===== src/rtl/axis_len_pkg.sv =====
// Shared types and helpers for the AXI-Stream packet length enforcer.
package axis_len_pkg;

   typedef enum logic [1:0] {
      PASS    = 2'd0,
      PAD     = 2'd1,
      DISCARD = 2'd2
   } len_state_t;

   // Width of a counter that must hold values 0..max_beats.
   function automatic int beat_ctr_width(input int max_beats);
      return (max_beats < 1) ? 1 : $clog2(max_beats + 1);
   endfunction

endpackage


===== src/rtl/sat_counter.sv =====
// Saturating event counter: increments on inc, sticks at all-ones.
module sat_counter #(
   parameter int WIDTH = 16
) (
   input  logic             clk,
   input  logic             sresetn,
   input  logic             inc,
   output logic [WIDTH-1:0] count
);

   // Count events, holding once every bit is set so the value never wraps.
   always_ff @(posedge clk) begin
      if (!sresetn) begin
         count <= '0;
      end else if (inc && (count != '1)) begin
         count <= count + WIDTH'(1);
      end
   end

endmodule


===== src/rtl/axis_packet_len_enforcer.sv =====
// Bounds each AXI-Stream packet to MIN_BEATS..MAX_BEATS beats by padding
// short packets and truncating long ones; PASS is a zero-latency path.
module axis_packet_len_enforcer
   import axis_len_pkg::*;
#(
   parameter int         AXIS_BYTES = 1,
   parameter int         MIN_BEATS  = 4,
   parameter int         MAX_BEATS  = 1024,
   parameter logic [7:0] PAD_BYTE   = 8'h00,
   parameter int         CTR_WIDTH  = 16
) (
   input  logic                    clk,
   input  logic                    sresetn,
   output logic                    axis_i_tready,
   input  logic                    axis_i_tvalid,
   input  logic                    axis_i_tlast,
   input  logic [AXIS_BYTES*8-1:0] axis_i_tdata,
   input  logic                    axis_o_tready,
   output logic                    axis_o_tvalid,
   output logic                    axis_o_tlast,
   output logic [AXIS_BYTES*8-1:0] axis_o_tdata,
   output logic [CTR_WIDTH-1:0]    pad_count,
   output logic [CTR_WIDTH-1:0]    trunc_count
);

   localparam int            BW    = beat_ctr_width(MAX_BEATS);
   localparam logic [BW-1:0] MIN_L = BW'(MIN_BEATS);
   localparam logic [BW-1:0] MAX_L = BW'(MAX_BEATS);

   len_state_t    state, state_nxt, state_eff;
   logic [BW-1:0] beat_ctr, beat_nxt, beat_eff, beat_inc;
   logic          at_max, reach_min, pass_last, pad_last;
   logic          pad_inc, trunc_inc;

   // While reset is held the outputs behave as PASS with an empty packet,
   // independent of whatever the registers held before the reset edge.
   assign state_eff = sresetn ? state : PASS;
   assign beat_eff  = sresetn ? beat_ctr : '0;
   assign beat_inc  = beat_eff + BW'(1);
   assign at_max    = (beat_inc == MAX_L);
   assign reach_min = (beat_inc >= MIN_L);
   assign pass_last = at_max || (axis_i_tlast && reach_min);
   assign pad_last  = (beat_inc == MIN_L);

   // Next-state, beat counter update and stream outputs per state.
   always_comb begin
      state_nxt     = state_eff;
      beat_nxt      = beat_eff;
      pad_inc       = 1'b0;
      trunc_inc     = 1'b0;
      axis_i_tready = 1'b0;
      axis_o_tvalid = 1'b0;
      axis_o_tlast  = 1'b0;
      axis_o_tdata  = axis_i_tdata;
      case (state_eff)
         PASS: begin
            axis_o_tvalid = axis_i_tvalid;
            axis_i_tready = axis_o_tready;
            axis_o_tlast  = pass_last;
            if (axis_i_tvalid && axis_o_tready) begin
               // Truncation is checked first so MIN_BEATS == MAX_BEATS works.
               if (at_max && !axis_i_tlast) begin
                  state_nxt = DISCARD;
                  beat_nxt  = '0;
                  trunc_inc = 1'b1;
               end else if (axis_i_tlast && !reach_min) begin
                  state_nxt = PAD;
                  beat_nxt  = beat_inc;
                  pad_inc   = 1'b1;
               end else if (pass_last) begin
                  beat_nxt = '0;
               end else begin
                  beat_nxt = beat_inc;
               end
            end
         end
         PAD: begin
            axis_o_tvalid = 1'b1;
            axis_o_tdata  = {AXIS_BYTES{PAD_BYTE}};
            axis_o_tlast  = pad_last;
            if (axis_o_tready) begin
               if (pad_last) begin
                  state_nxt = PASS;
                  beat_nxt  = '0;
               end else begin
                  beat_nxt = beat_inc;
               end
            end
         end
         DISCARD: begin
            axis_i_tready = 1'b1;
            if (axis_i_tvalid && axis_i_tlast) begin
               state_nxt = PASS;
            end
         end
         default: begin
            state_nxt = PASS;
            beat_nxt  = '0;
         end
      endcase
   end

   // State and beat counter registers.
   always_ff @(posedge clk) begin
      if (!sresetn) begin
         state    <= PASS;
         beat_ctr <= '0;
      end else begin
         state    <= state_nxt;
         beat_ctr <= beat_nxt;
      end
   end

   sat_counter #(.WIDTH(CTR_WIDTH)) u_pad_ctr (
      .clk     (clk),
      .sresetn (sresetn),
      .inc     (pad_inc),
      .count   (pad_count)
   );

   sat_counter #(.WIDTH(CTR_WIDTH)) u_trunc_ctr (
      .clk     (clk),
      .sresetn (sresetn),
      .inc     (trunc_inc),
      .count   (trunc_count)
   );

endmodule


===== config.mk =====
export PLATFORM = sky130hd
export DESIGN_NAME = axis_packet_len_enforcer
export DESIGN_NICKNAME = d
export VERILOG_FILES = /design/src/rtl/axis_len_pkg.sv /design/src/rtl/sat_counter.sv /design/src/rtl/axis_packet_len_enforcer.sv
export SDC_FILE = /design/constraint.sdc
export NUM_CORES = 1
export LEC_CHECK = 0
export ABC_CLOCK_PERIOD_IN_PS = 3500
export BUFFER_PORTS_ARGS = -buffer_cell sky130_fd_sc_hd__clkbuf_2
export CORE_MARGIN = 2
export CORE_UTILIZATION = 35
export CTS_BUF_LIST = sky130_fd_sc_hd__clkbuf_4
export DETAILED_ROUTE_END_ITERATION = 6
export PLACE_DENSITY_LB_ADDON = 0.25
export RECOVER_POWER = 25
export SETUP_SLACK_MARGIN = 0.4
export SKIP_CTS_REPAIR_TIMING = 1
export SLEW_MARGIN = 20
export SYNTH_ARGS = -nofsm -noshare
export SYNTH_HDL_FRONTEND = slang
export SYNTH_SLANG_ARGS = --single-unit

===== constraint.sdc =====
create_clock -name clk -period 3.5 [get_ports clk]
set_input_delay 0.35 -clock clk [delete_from_list [all_inputs] [get_ports clk]]
set_output_delay 0.35 -clock clk [all_outputs]
set_load 0.01 [all_outputs]

==> metrics.yaml <==
logic_synthesis:
  synth_top_area_share_pct: 31.5
  yosysSeqAreaShare_pct: 31.5
  yosys.area.top_type: "dfxtp_1"
  synth_edf_count: 0
  yosys_warnings: 0
  ys_seq_elements: 45
  netlist_instances: 378
  synth_area_um2: 2860
  synth_common_cells: "45 x dfxtp_1, 45 x nand2_1, 35 x a21oi_1"
  synth_area_leaders: "dfxtp_1 31%, a21oi_1 6.1%, nand2_1 5.9%"
  async_reset_ff_share_pct: 0
  yosysUniqueCellTypes: 50
  syn_nets: 395
  synthFlopType: "dfxtp_1"
  avgSynthCellArea_um2: 7.58
final_layout:
  area_delta_synth_final_pct: 21.4
  n_antenna_cell: 0
  nNetsFinal: 453
  drive_gt1_share_pct: 19.7
  post-route-util_pct: 44.3
timing:
  setup_tns_ns: 0
  fin_skew_ns: 0.00819
  min_period_over_period_pct: 87.8
  finalSetupViolCount: 0
  relSlewSlack_pct: 52.8
  timing.hold.ws_ns: 0.386
  rsz0062_at_grt: "yes"
  worstMarginPinSlew_ns: 0.708
  hold_violations: 0
  fmax_mhz: 326
  min_period_ns: 3.07
  drv_slew: 0
routing:
  drt_iter0_markers: 221
  via_per_inst: 5.76
  vias: 3106
  wl_um: 7910
  route.detailed.drc: 0
  drt_pre_antenna_iters: 4
  wl_per_cell_um: 14.7
  ant_nets: 0
setup_path:
  endpoint_kind: "output port"
  crit_required_ns: 3.15
  worstPathMaxFanout: 7
  arrival_ns: 2.72
  path_class: "reg2out"
  startpoint_type: "flop"
clock_network:
  cts_sinks: 45
  htree_levels: 2
  clk_latency_ns: 0.37
  cts_buffers: 5
  clkTransAtPathRegs_ns: 0.13
  cts_max_path_buffers: 2
  clock-root-buffer: "clkbuf_4"
  cts_tree: "yes"
outcome:
  status: "finished clean"
place:
  io_buffers: 55
  dpl.hpwl_um: 5360
  gp_congestion: 0.855
grt:
  grt_usage_pct: 17.8
  grt_pass1_wl_um: 13000
  antenna_found_initial: 0
  grt_start_max_net_pins: 32
  gr-total-overflow: 0
  grt_pass1_vias: 2748
pwr:
  p_per_area_nw_per_um2: 248
  leakagePower_nw: 1.15
  ir_worst_vdd_mv: 0.139
  finalPower_w: 0.000862
die:
  die_w_um: 94.5
  pin_count: 56
  die-area_um2: 8920
  start_util_pct: 36.5
  rows: 32
  core_um2: 7850
  fp.dieH_um: 94.5
flow_run:
  cap_violations: 0
worst_hold_path:
  hold_path_class: "in2reg"
[final timing paths]
| path | start | end | slack [ns] | cells past startpoint |
|---|---|---|---|---|
| worst min-delay path | sresetn | beat_ctr[1] | 0.39 | 4 |
| worst max-delay path | beat_ctr[1] | axis_o_tlast | 0.43 | 11 |
| worst min register to register | u_trunc_ctr.count[5] | u_trunc_ctr.count[5] | 0.48 | 2 |
| worst max register to register | beat_ctr[1] | u_pad_ctr.count[14] | 0.54 | 11 |
[layout make-up]
class,instances,area [um2]
tap,102,128
clock buffer,5,37.5
multi-input combinational,301,1920
fill,861,4370
inverter,6,22.5
timing repair buffer,77,438
clock inverter,3,17.5
sequential,45,911
[cells by family (layout without fill, tap and decap cells)]
| logic type | count (synthesis) | count (layout) | share of synthesized area [%] |
|---|---|---|---|
| AOI/OAI and AO/OA | 99 | 99 | 21.4 |
| xor gates and xnor gates | 6 | 6 | 1.83 |
| adders and majority gates | 4 | 4 | 1.75 |
| buffers and inverters | 32 | 91 | 4.67 |
| DFF | 45 | 45 | 31.5 |
| muxes | 10 | 10 | 3.50 |
| and+or+nand+nor | 182 | 182 | 35.4 |
[layout by cell type, fill, tap and decap left out, types with 5 or more instances in the layout]
cell      netlist  routed
a21oi_1        35      35
or4_1          18      18
clkbuf_1       17      22
buf_4           0      20
and3_1          5       5
nor4_1          9       6
mux2i_1        10       9
o21ai_0        19      19
nand2b_1       11      11
nand4_1        12      12
nand2_1        45      45
clkbuf_2        0      32
o31ai_1        18      18
xor2_1          5       5
dfxtp_1        45      41
nor2b_1        11      11
nor2_1         20      19
inv_1           6       5
clkbuf_4        0       5
nand3_1        26      24
[metal layers]
layer  global-route usage (%)  vias to the layer above  part of all wire, %
met5                        0                        -                    0
met4                     5.43                        0                  2.3
met3                     3.11                       14                  6.3
met2                     29.1                       95                   47
met1                     23.9                     1464                   45
li1                         -                     1533                    -
[sequential cells by signal, indices dropped and copies added (netlist names)]
signal,cells
beat_ctr,11
state,2
u_trunc_ctr.count,16
u_pad_ctr.count,16
[worst max-delay path, stage by stage, from the launching register on]
cell and delay [ns]:
dfxtp_4 0.36, and2_4 0.17, ha_4 0.18, and2_4 0.14
and2_4 0.14, a221o_1 0.41, nor4_4 0.25, buf_4 0.18
o2bb2ai_2 0.13, buf_4 0.17, o22ai_2 0.07, buf_2 0.16
[where the power goes]
group	switching (W)	internal, W	leakage, nW	total (W)
logic	0.0000545	0.0000312	0.749	0.0000857
clock network	0.000182	0.0000765	0.0326	0.000259
registers	0.00000370	0.000514	0.365	0.000518
total	0.000240	0.000622	1.15	0.000862
[per-stage QoR]
step / instance area, um2 / setup slack, ns / std cells
after CTS: 3330 / 0.0821 / 527
after floorplan: 2950 / 0.415 / 378
after detailed placement: 3270 / 0.366 / 519
final: 3480 / 0.428 / 539
after global placement: 3270 / 0.388 / 519
after global routing: 3480 / 0.315 / 539
Note: power is estimated with default switching activity, not from simulation.
